**src/rtl/comp_tree_pipe_if.sv**
```systemverilog
// comp_tree_pipe_if: valid/ready operand beat and redundant/full result bus for comp_tree_pipe
interface comp_tree_pipe_if #(
  parameter int SIZE = 8,
  parameter int NUM_IN = 8
);
  localparam int W = SIZE + $clog2(NUM_IN);
  logic in_valid, in_ready, approx_en, out_valid, out_ready, out_approx;
  logic [NUM_IN*SIZE-1:0] in_data;
  logic [W-1:0] out_sum, out_carry;
  modport master (
    output in_valid, in_data, approx_en, out_ready,
    input  in_ready, out_valid, out_sum, out_carry, out_approx
  );
  modport slave (
    input  in_valid, in_data, approx_en, out_ready,
    output in_ready, out_valid, out_sum, out_carry, out_approx
  );
endinterface

```
**src/rtl/comp_tree_pipe.sv**
```systemverilog
// comp_tree_pipe: pipelined 4:2 carry-save compressor tree with valid/ready flow; `define COMP_TREE_CPA_EN adds a final carry-propagate stage
module comp_tree_pipe #(
  parameter int SIZE = 8,
  parameter int NUM_IN = 8,
  parameter int APPROX_BITS = 0
) (
  input logic clk,
  input logic rst_n,
  comp_tree_pipe_if.slave bus
);
  localparam int W = SIZE + $clog2(NUM_IN);
  localparam int L = $clog2(NUM_IN) - 1;
`ifdef COMP_TREE_CPA_EN
  localparam int S = L + 1;
`else
  localparam int S = L;
`endif
  localparam logic [SIZE-1:0] MASK = SIZE'((1 << APPROX_BITS) - 1);
  logic [S-1:0] r_vld, r_apx, w_adv, w_pv, w_pa;
  logic [W-1:0] w_cond [NUM_IN];
  function automatic logic [2*W-1:0] c42(input logic [W-1:0] a, b, c, d);
    logic [W-1:0] p, q, x, y;
    p = a ^ b ^ c;
    q = ((a & b) | (a & c) | (b & c)) << 1;
    x = p ^ q ^ d;
    y = ((p & q) | (p & d) | (q & d)) << 1;
    return {x, y};
  endfunction
  for (genvar k = 0; k < NUM_IN; k++) begin : cond
    logic [SIZE-1:0] w_op;
    assign w_op = bus.in_data[k*SIZE +: SIZE] & ~(bus.approx_en ? MASK : '0);
    assign w_cond[k] = {{(W-SIZE){w_op[SIZE-1]}}, w_op};
  end
  for (genvar k = 0; k < S; k++) begin : ctl
    assign w_adv[k] = bus.out_ready || !(&r_vld[S-1:k]);
    if (k == 0) begin : h
      assign w_pv[k] = bus.in_valid;
      assign w_pa[k] = bus.approx_en;
    end else begin : t
      assign w_pv[k] = r_vld[k-1];
      assign w_pa[k] = r_apx[k-1];
    end
  end
  assign bus.in_ready = w_adv[0];
  assign bus.out_valid = r_vld[S-1];
  assign bus.out_approx = r_apx[S-1];
  always_ff @(posedge clk or negedge rst_n)
    if (!rst_n) begin
      r_vld <= '0;
      r_apx <= '0;
    end else
      for (int s = 0; s < S; s++)
        if (w_adv[s]) begin
          r_vld[s] <= w_pv[s];
          if (w_pv[s]) r_apx[s] <= w_pa[s];
        end
  for (genvar g = 0; g < L; g++) begin : lv
    localparam int N = NUM_IN >> g;
    logic [W-1:0] w_in [N];
    logic [W-1:0] w_out [N/2];
    logic [W-1:0] r_v [N/2];
    if (g == 0) begin : h
      assign w_in = w_cond;
    end else begin : t
      assign w_in = lv[g-1].r_v;
    end
    for (genvar k = 0; k < N/4; k++) begin : cp
      assign {w_out[2*k], w_out[2*k+1]} = c42(w_in[4*k], w_in[4*k+1], w_in[4*k+2], w_in[4*k+3]);
    end
    always_ff @(posedge clk or negedge rst_n)
      if (!rst_n)
        for (int i = 0; i < N/2; i++) r_v[i] <= '0;
      else if (w_adv[g] && w_pv[g])
        r_v <= w_out;
  end
`ifdef COMP_TREE_CPA_EN
  logic [W-1:0] r_sum;
  always_ff @(posedge clk or negedge rst_n)
    if (!rst_n) r_sum <= '0;
    else if (w_adv[L] && w_pv[L]) r_sum <= lv[L-1].r_v[0] + lv[L-1].r_v[1];
  assign bus.out_sum = r_sum;
  assign bus.out_carry = '0;
`else
  assign bus.out_sum = lv[L-1].r_v[0];
  assign bus.out_carry = lv[L-1].r_v[1];
`endif
endmodule

```
**src/flat_wrapper.sv**
```systemverilog
// flat-port wrapper written by rule: the top's interface ports become plain ports
module comp_tree_pipe_flat 
#(
  parameter int SIZE = 8,
  parameter int NUM_IN = 8,
  parameter int APPROX_BITS = 0
)
  (clk, rst_n, bus_in_valid, bus_in_data, bus_approx_en, bus_out_ready, bus_in_ready, bus_out_valid, bus_out_sum, bus_out_carry, bus_out_approx);
  comp_tree_pipe_if #(.SIZE(SIZE), .NUM_IN(NUM_IN)) bus_i ();
  input logic clk;
  input logic rst_n;
  input wire logic [$bits(bus_i.in_valid)-1:0] bus_in_valid;
  input wire logic [$bits(bus_i.in_data)-1:0] bus_in_data;
  input wire logic [$bits(bus_i.approx_en)-1:0] bus_approx_en;
  input wire logic [$bits(bus_i.out_ready)-1:0] bus_out_ready;
  output wire logic [$bits(bus_i.in_ready)-1:0] bus_in_ready;
  output wire logic [$bits(bus_i.out_valid)-1:0] bus_out_valid;
  output wire logic [$bits(bus_i.out_sum)-1:0] bus_out_sum;
  output wire logic [$bits(bus_i.out_carry)-1:0] bus_out_carry;
  output wire logic [$bits(bus_i.out_approx)-1:0] bus_out_approx;
  assign bus_i.in_valid = bus_in_valid;
  assign bus_i.in_data = bus_in_data;
  assign bus_i.approx_en = bus_approx_en;
  assign bus_i.out_ready = bus_out_ready;
  assign bus_in_ready = bus_i.in_ready;
  assign bus_out_valid = bus_i.out_valid;
  assign bus_out_sum = bus_i.out_sum;
  assign bus_out_carry = bus_i.out_carry;
  assign bus_out_approx = bus_i.out_approx;
  comp_tree_pipe #(.SIZE(SIZE), .NUM_IN(NUM_IN), .APPROX_BITS(APPROX_BITS)) u_core (.clk(clk), .rst_n(rst_n), .bus(bus_i));
endmodule
```
**config.mk**
```make
export PLATFORM = sky130hd
export DESIGN_NAME = comp_tree_pipe_flat
export DESIGN_NICKNAME = d
export VERILOG_FILES = /design/src/rtl/comp_tree_pipe_if.sv /design/src/rtl/comp_tree_pipe.sv /design/src/flat_wrapper.sv
export SDC_FILE = /design/constraint.sdc
export NUM_CORES = 1
export LEC_CHECK = 0
export BUFFER_PORTS_ARGS = -buffer_cell sky130_fd_sc_hd__buf_2
export CORE_MARGIN = 2
export CORE_UTILIZATION = 40
export CTS_CLUSTER_DIAMETER = 60
export CTS_CLUSTER_SIZE = 40
export DETAILED_ROUTE_END_ITERATION = 7
export PLACE_DENSITY = 0.68
export SLEW_MARGIN = 20
export SYNTH_ARGS = -nofsm -noshare
export SYNTH_HDL_FRONTEND = slang
export SYNTH_SLANG_ARGS = --single-unit
```
**constraint.sdc**
```tcl
create_clock -name clk -period 1.6 [get_ports clk]
set_input_delay 0.08 -clock clk [delete_from_list [all_inputs] [get_ports clk]]
set_output_delay 0.08 -clock clk [all_outputs]
set_load 0.02 [all_outputs]
```
==> out/summary.txt, run 1 <==
Mapped Avg Cell Area - 16.4 µm²
Fin util - 51.3%
Hold depth - 2
Slowest stage cell, crit path - fa_1
Power density over cell area - 1560 nW/µm²
Maximum net fanout on the critical path - 2
Core Box Area - 8680 µm²
R2R setup slack - -0.18 ns
DR WL/cell - 14.1 µm
Cell leakage power - 2.22 nW
Layout Cells excl Fill - 441
WL final - 6240 µm
Power, Total - 6.95 mW
Slew Limit Fails - 0
Worst EP required - 1.82 ns
H-tree depth - 3
GPL Wtd Cong - 0.712
Peak supply drop - 0.560 mV
Fmax - 560 MHz
Critical R2R Capture - u_core.bus.out_sum[2]
Placed cell count - 421
Place WS - -0.157 ns
CTS tree - done
Post-synth top area cell - dfrtp_1
Critical Setup Path Class - reg2reg
Die W - 98.2 µm
Max_cap viols - 0
Vias/cell - 4.57
Initial cell density of the core - 40.9%
Worst Hold End - u_core.r_vld[0]
Fin worst setup slack - -0.184 ns
DRT iter0 DRCs - 34
Clk sinks - 60
Unrepaired setup endpoints after global routing - true
CTS root buf - clkbuf_8
Fill cells - 765
FF+latch count, synth - 60
RR Startpoint - u_core.lv[0].r_v[35]
Via count - 2017
Port bufs - 91
Final ANT Viol Nets - 0
Die height - 98.2 µm
Die area - 9650 µm²
Largest net degree at the start of global routing - 38
Max Clock Skew - 0.0109 ns
DR DRC count - 0
Register area share after synthesis - 42.3%
Gr ovfl total - 0
Clock slew at reported path FFs - 0.07 ns
Area growth syn-to-layout - 25.3%
R2R depth - 3
Post-synth design cell area - 3550 µm²
CTS buffer count - 9
Hold path start - bus_in_valid
Io pins - 94
Top cell type's share of synthesized area - 42.3%
Final Cycle Share - 112%
Hold slack - 0.0288 ns
Nets - 450
First-pass GRT wire length - 10500 µm
Initial antenna violation count - 0
Setup crit start kind - register
Worst-case clock buffer depth - 2
Crit path time final - 1.78 ns
DP HPWL - 4930 µm
Critical-path cell list - fa_1 -> fa_2 -> mux2_4
Antenna Cells - 0
CP top delay family - adder cells
Final Hold Viols - 0
Distinct cell type count after synthesis - 18
Total track usage - 14.1%
Area contributors post-synth - dfrtp_1 42%, fa_1 28%, mux2_4 9.3%, mux2_2 7.6%, mux2i_1 3.4%
TritonRoute pass-1 iters - 3
Status - finished, violations left
Skew-Pair Late Insertion Delay - 0.34 ns
Syn Inst Count - 216
Setup violators final - 14
Slowest stage delay, CP - 0.57 ns
Layout cells sized above 1 - 54.7%
Violated checks - setup timing
CP endpoint kind - register
Warnings from Yosys - 0
FP Rows - 34
Vias in the first global route - 2151
Buffers and inverters on the worst path - 0
Hold Crit Class - in2reg
WP data arrival - 2.00 ns
-- how the worst max path moves through the flow --
stage / start / to / slack, ns / cells after the start
after floorplan: u_core.lv[0].r_v[18] / u_core.bus.out_sum[7] / -0.1 / 3
after global placement: u_core.lv[0].r_v[13] / u_core.bus.out_sum[2] / -0.11 / 3
after detailed placement: u_core.lv[0].r_v[17] / u_core.bus.out_sum[6] / -0.16 / 3
after CTS: u_core.lv[0].r_v[17] / u_core.bus.out_sum[6] / -0.16 / 3
after global routing: u_core.lv[0].r_v[18] / u_core.bus.out_sum[7] / -0.22 / 3
final: u_core.lv[0].r_v[35] / u_core.bus.out_sum[2] / -0.18 / 3
-- registers in the layout (all words and copies together), names as in the netlist --
| register | cells |
|---|---|
| u_core.lv.r_v | 36 |
| u_core.bus.out_sum | 11 |
| u_core.bus.out_carry | 9 |
| u_core.r_apx | 2 |
| u_core.r_vld | 2 |
-- cells in the final DEF, fill, tap and decap left out, drive strengths merged --
cell	count
buf	104
dfrtp	60
fa	50
mux2	46
inv	30
mux2i	12
clkbuf	11
ha	3
clkinv	3
dlygate4sd3	3
xnor2	2
conb	2
bufinv	2
nand3b	1
o21ai	1
o21bai	1
or2b	1
nand2	1
-- layout make-up --
| cell class | instances | area (µm²) | share of cell area (%) |
|---|---|---|---|
| well taps | 108 | 135 | 3.04 |
| flip-flops and latches | 60 | 1500 | 33.7 |
| repair buffers | 107 | 587 | 13.2 |
| inverters | 30 | 113 | 2.53 |
| clock buffers | 11 | 141 | 3.18 |
| multi-input cells | 120 | 1900 | 42.6 |
| clock inverters | 5 | 75.1 | 1.69 |
-- routing by layer --
| layer | up-vias | share of wire, % | track usage, % |
|---|---|---|---|
| li1 | 906 | - | - |
| met5 | - | 0 | 0 |
| met1 | 1034 | 42 | 18.8 |
| met3 | 7 | 7.1 | 5.01 |
| met2 | 70 | 50 | 22.2 |
| met4 | 0 | 1.1 | 3.79 |
-- cells in the mapped netlist --
cell	n
buf_12	2
buf_4	2
buf_6	2
buf_8	1
conb_1	1
dfrtp_1	60
fa_1	50
ha_1	3
inv_1	30
mux2_2	24
mux2_4	22
mux2i_1	12
nand2_8	1
nand3b_4	1
o21ai_2	1
o21bai_1	1
or2b_1	1
xnor2_1	2
-- cells by family (layout without fill, tap and decap cells) --
group           Yosys count  count (layout)  share of synthesized area (%)
xor+xnor                  2               2                          0.493
flops                    60              60                           42.3
buf+inv                  37             153                           5.78
simple gates              3               3                           1.34
other cells               1               2                          0.106
compound gates            2               2                          0.458
fa+ha+maj                53              53                           29.2
mux                      58              58                           20.3
-- worst reg2reg max path, delay by kind of cell (launching register included) --
kind	cells	cell delay [ns]
muxes	1	0.27
DFF	1	0.40
adders and majority gates	2	1.00
-- per-stage QoR --
stage / setup TNS, ns / instance area [µm²]
2_1_floorplan: -0.648 / 3550
3_3_place_gp: -0.883 / 4140
3_5_place_dp: -1.37 / 4140
4_1_cts: -1.51 / 4390
5_1_grt: -2.17 / 4450
6_report: -1.40 / 4450
-- power by group --
| part | internal [mW] | switching (mW) | leakage (nW) |
|---|---|---|---|
| Clock | 0.912 | 0.581 | 0.113 |
| Combinational | 1.61 | 1.39 | 1.40 |
| Sequential | 2.08 | 0.369 | 0.703 |
-- what timing repair did --
| item | in CTS | in global routing |
|---|---|---|
| pin swaps | 0 | 5 |
| endpoints found under the setup margin | 16 | 18 |
| endpoints found under the hold margin | 62 | 0 |
| gates resized for setup | 2 | 17 |
| setup buffers | 0 | 1 |
| hold buffers | 3 | 0 |
Power figures use the tool's default switching activity.
==> inputs of run 2 (changes only) <==
- TNS_END_PERCENT: default -> 5
==> run 2 against run 1 <==
Net effect: clock skew decreased by 0.0012 ns; worst setup slack improved by 0.0050 ns; critical path depth unchanged; clock power decreased by 7%; combinational power decreased by 3%; final cell count decreased by 0.45%; via count decreased by 2.5%; utilization decreased by 0.65 points; die area unchanged; cell area decreased by 1.3%; worst hold slack got worse by 0.0078 ns; the flow still finishes with violations (setup timing); largest cell class unchanged; highest routed layer unchanged.
==> out/summary.txt, run 2 (synthesis gave the netlist of run 1 again) <==
Register share of total power - 36.3%
Maximum net fanout on the critical path - 2
Post-CTS Setup Inserts - 0
First-pass GRT wire length - 10900 µm
Layout cells sized above 1 - 53.8%
Nets - 448
Crit path time final - 1.78 ns
Core Box Area - 8680 µm²
Largest register FFs - 36
Max Clock Skew - 0.00967 ns
Slowest stage cell, crit path - fa_2
FP Rows - 34
Worst-case clock buffer depth - 2
Fin worst setup slack - -0.179 ns
Violated checks - setup timing
Most flop-heavy register - u_core.lv.r_v
Clock slew at reported path FFs - 0.07 ns
Slew Limit Fails - 0
Die height - 98.2 µm
Die W - 98.2 µm
Initial cell density of the core - 40.9%
Peak supply drop - 0.557 mV
Unrepaired setup endpoints after global routing - true
Final ANT Viol Nets - 0
Most frequent cells in the layout - 91 x buf_2, 60 x dfrtp_1, 41 x fa_1, 27 x inv_1
CTS buffer count - 9
Fill cells - 786
Skew-Pair Late Insertion Delay - 0.33 ns
CP endpoint kind - register
Final Cycle Share - 111%
Setup TNS Final - -1.42 ns
Die area - 9650 µm²
Clk sinks - 60
Pint - 4.40 mW
WL final - 6310 µm
Total track usage - 14.5%
Area growth syn-to-layout - 23.7%
Final Hold Viols - 0
Crit path top cell by count - fa_2
Placed cell count - 420
Net Sw Frac - 34.6%
CTS tree - done
Hold Crit Class - in2reg
Antenna Cells - 0
Power density over cell area - 1530 nW/µm²
Critical-path cell list - fa_2 -> fa_2 -> mux2_2
Max_cap viols - 0
CTS root buf - clkbuf_8
DRT iter0 DRCs - 50
Switching pwr - 2.33 mW
DR DRC count - 0
Largest net degree at the start of global routing - 38
Cell leakage power - 2.17 nW
Io pins - 94
Via count - 1966
Initial antenna violation count - 0
H-tree depth - 3
Layout Cells excl Fill - 439
Setup violators final - 12
WP data arrival - 1.99 ns
Vias/cell - 4.48
DR WL/cell - 14.4 µm
Leading cell type in the layout, fill and taps excluded - buf_2
Vias in the first global route - 2216
TritonRoute pass-1 iters - 4
Status - finished, violations left
Gr ovfl total - 0
Critical Setup Path Class - reg2reg
DP HPWL - 5080 µm
GPL Wtd Cong - 0.706
Combinational power share - 43.1%
Part of the power in the clock network - 20.6%
Port bufs - 91
Slowest stage delay, CP - 0.58 ns
Place WS - -0.180 ns
Setup crit start kind - register
Worst EP required - 1.82 ns
Fmax - 562 MHz
run 2: changes by cell type in the layout (fill, tap and decap cells not counted), sizes merged:
cell | previous run | this run
clkinv | 3 | 2
buf | 104 | 102
bufinv | 2 | 1
clkinvlp | 0 | 1
clkbuf | 11 | 12
run 2: final timing paths:
check                                      start               endpoint  slack [ns]  cells after the start
setup / recovery            u_core.lv[0].r_v[17]  u_core.bus.out_sum[6]       -0.18                      3
hold / removal                      bus_in_valid        u_core.r_vld[0]        0.02                      2
setup reg to reg            u_core.lv[0].r_v[17]  u_core.bus.out_sum[6]       -0.18                      3
hold reg to reg            u_core.bus.out_sum[5]  u_core.bus.out_sum[5]        0.50                      1
max in group asynchronous                  rst_n   u_core.lv[0].r_v[26]        0.93                      3
min in group asynchronous                  rst_n        u_core.r_vld[0]        0.31                      3
run 2: power by group through the flow:
stage          clock network (mW)  registers (mW)  logic (mW)
2_1_floorplan                   0            2.73        1.58
3_5_place_dp                    0            2.46        2.93
6_report                     1.39            2.44        2.90
4_1_cts                      1.42            2.45        2.97
3_3_place_gp                    0            2.44        2.73
5_1_grt                      1.49            2.52        3.28
run 2: stage by stage:
| step | instance area, µm² | hold WS, ns | utilization, % | power, mW |
|---|---|---|---|---|
| 6_report | 4390 | 0.0210 | 50.6 | 6.73 |
| 5_1_grt | 4390 | 0.0257 | 50.6 | 7.30 |
| 4_1_cts | 4380 | 0.00956 | 50.5 | 6.84 |
| 3_5_place_dp | 4140 | 0.104 | 47.6 | 5.39 |
| 3_3_place_gp | 4140 | 0.0983 | 47.6 | 5.17 |
| 2_1_floorplan | 3550 | -0.216 | - | 4.31 |
run 2: final cells by class:
type / count / area (µm²) / area share, %
tap: 108 / 135 / 3.08
clock buffer: 12 / 155 / 3.53
timing repair buffer: 105 / 568 / 12.9
sequential: 60 / 1500 / 34.2
multi-input combinational: 120 / 1870 / 42.7
clock inverter: 4 / 47.5 / 1.08
inverter: 30 / 113 / 2.56
run 2: critical path: cells and delay by family, from the launching register on:
family     cells  cell delay [ns]
fa+ha+maj      2             1.00
flops          1             0.40
mux            1             0.27
run 2: routing by layer:
metal	GRT usage (%)	up-vias	wire length (µm)
met1	18.6	992	2610
li1	-	901	-
met3	4.80	6	420
met5	0	-	0
met2	24.4	67	3230
met4	2.85	0	57
run 2: what timing repair did:
item                                   CTS  global route
endpoints found under the hold margin   62             0
setup endpoints to repair               16            18
pin swaps                                1             1
hold buffers                             3             0
gates resized for setup                  7             6
==> inputs of run 3 (changes only) <==
==> constraint.sdc (replaced) <==
create_clock -name clk -period 1.6 [get_ports clk]
set_input_delay 0.16 -clock clk [delete_from_list [all_inputs] [get_ports clk]]
set_output_delay 0.16 -clock clk [all_outputs]
set_load 0.005 [all_outputs]
==> run 3 against run 2 <==
Net effect: routed wire length fell by 2.8%; highest routed layer unchanged; the flow still finishes with violations (setup timing); critical endpoint is now u_core.bus.out_sum[4]; die area stayed put; clock power down 15%.
==> out/summary.txt, run 3 (synthesis gave the netlist of run 1 again) <==
Status - finished, violations left
Violated checks - setup timing
Vias/cell - 4.51
RR Startpoint - u_core.lv[0].r_v[15]
DR DRC count - 0
TritonRoute pass-1 iters - 4
First-pass GRT wire length - 10300 µm
Clock slew at reported path FFs - 0.06 ns
Slew Limit Fails - 0
Unrepaired setup endpoints after global routing - true
Worst setup path end - u_core.bus.out_sum[4]
Max_cap viols - 0
WP data arrival - 1.99 ns
R2R depth - 3
Final ANT Viol Nets - 0
Fin worst setup slack - -0.185 ns
Largest register FFs - 36
Most frequent cells in the layout - 91 x buf_2, 60 x dfrtp_1, 46 x fa_1, 28 x inv_1, 24 x mux2_4
Worst-case clock buffer depth - 2
Worst EP required - 1.81 ns
DR WL/cell - 14.1 µm
Setup crit start kind - register
Post-CTS Setup Inserts - 0
Fmax - 560 MHz
Peak supply drop - 0.612 mV
GPL Wtd Cong - 0.730
Area growth syn-to-layout - 22.0%
Hold Crit Class - in2reg
Largest net degree at the start of global routing - 38
Skew-Pair Late Insertion Delay - 0.32 ns
Leading cell type in the layout, fill and taps excluded - buf_2
CP endpoint kind - register
Nets - 446
Worst Setup SP - u_core.lv[0].r_v[15]
Die area - 9650 µm²
DRT iter0 DRCs - 26
Final Cycle Share - 112%
Io pins - 94
Setup violators final - 15
Max Clock Skew - 0.00444 ns
CTS tree - done
WL final - 6140 µm
Antenna Cells - 0
Power, Total - 6.16 mW
Gr ovfl total - 0
R2R setup slack - -0.18 ns
DP HPWL - 4960 µm
FP Rows - 34
Total track usage - 13.9%
CTS root buf - clkbuf_8
H-tree depth - 3
Power density over cell area - 1420 nW/µm²
Clk sinks - 60
Layout cells sized above 1 - 51.8%
Final Hold Viols - 0
Crit path time final - 1.78 ns
Critical R2R Capture - u_core.bus.out_sum[4]
Die height - 98.2 µm
Setup TNS Final - -1.38 ns
Vias in the first global route - 2183
Maximum net fanout on the critical path - 2
Via count - 1967
Port bufs - 91
Core Box Area - 8680 µm²
Most flop-heavy register - u_core.lv.r_v
Critical Setup Path Class - reg2reg
Initial cell density of the core - 40.9%
Initial antenna violation count - 0
CTS buffer count - 9
Die W - 98.2 µm
Cell leakage power - 2.16 nW
-- run 3: cell types whose count changed in the layout (fill, tap and decap cells not counted), sizes merged --
cell	change
dlygate4sd3	-2
clkbuf	+1
bufinv	-1
clkinvlp	-1
-- run 3: power by group --
group | total, mW | internal [mW] | switching [mW] | leakage (nW)
clock network | 1.18 | 0.634 | 0.548 | 0.0893
logic | 2.53 | 1.49 | 1.04 | 1.37
registers | 2.44 | 2.08 | 0.363 | 0.703
-- run 3: stage by stage --
stage	hold WS, ns	utilization, %	instances	cell area (µm²)	setup slack (ns)
global route	0.0390	49.9	436	4330	-0.219
global placement	0.180	47.6	420	4140	-0.109
detailed placement	0.189	47.6	420	4140	-0.153
floorplan	-0.136	-	217	3550	-0.0954
CTS	0.0242	49.8	436	4320	-0.162
finish	0.0348	49.9	436	4330	-0.185
-- run 3: worst min-delay path by stage --
stage / start / cells past startpoint / slack [ns] / to
floorplan: rst_n / 0 / -0.14 / u_core.bus.out_carry[10]
global placement: rst_n / 2 / 0.18 / u_core.r_vld[1]
detailed placement: rst_n / 2 / 0.19 / u_core.r_vld[0]
CTS: bus_out_ready / 2 / 0.02 / u_core.r_vld[1]
global route: bus_out_ready / 2 / 0.04 / u_core.r_vld[1]
finish: bus_out_ready / 2 / 0.03 / u_core.r_vld[1]
-- run 3: per-layer routing --
metal  vias to the layer above  track usage, %  routed length (µm)
met5                         -               0                   0
met4                         0            5.69                  89
met3                         9            3.22                 386
met2                        71            22.7                3130
met1                       994            18.0                2530
li1                        893               -                   -
-- run 3: critical path, cell delays in order, from the launching register on --
cell and delay [ns]:
dfrtp_1 0.40, fa_1 0.57, fa_2 0.43, mux2_4 0.27
-- run 3: timing repair --
item / 4_1_cts / 5_1_grt
setup endpoints to repair: 17 / 18
pin swaps: 4 / 4
gates resized for setup: 2 / 6
hold buffers: 1 / 0
gates cloned: 0 / 0
hold endpoints to repair: 60 / 0
-- run 3: final cells by class --
| class | count | area, µm² |
|---|---|---|
| timing repair buffer | 103 | 548 |
| inverter | 30 | 113 |
| sequential | 60 | 1500 |
| multi-input combinational | 120 | 1870 |
| fill | 789 | 4350 |
| tap | 108 | 135 |
| clock inverter | 2 | 10.0 |
| clock buffer | 13 | 159 |
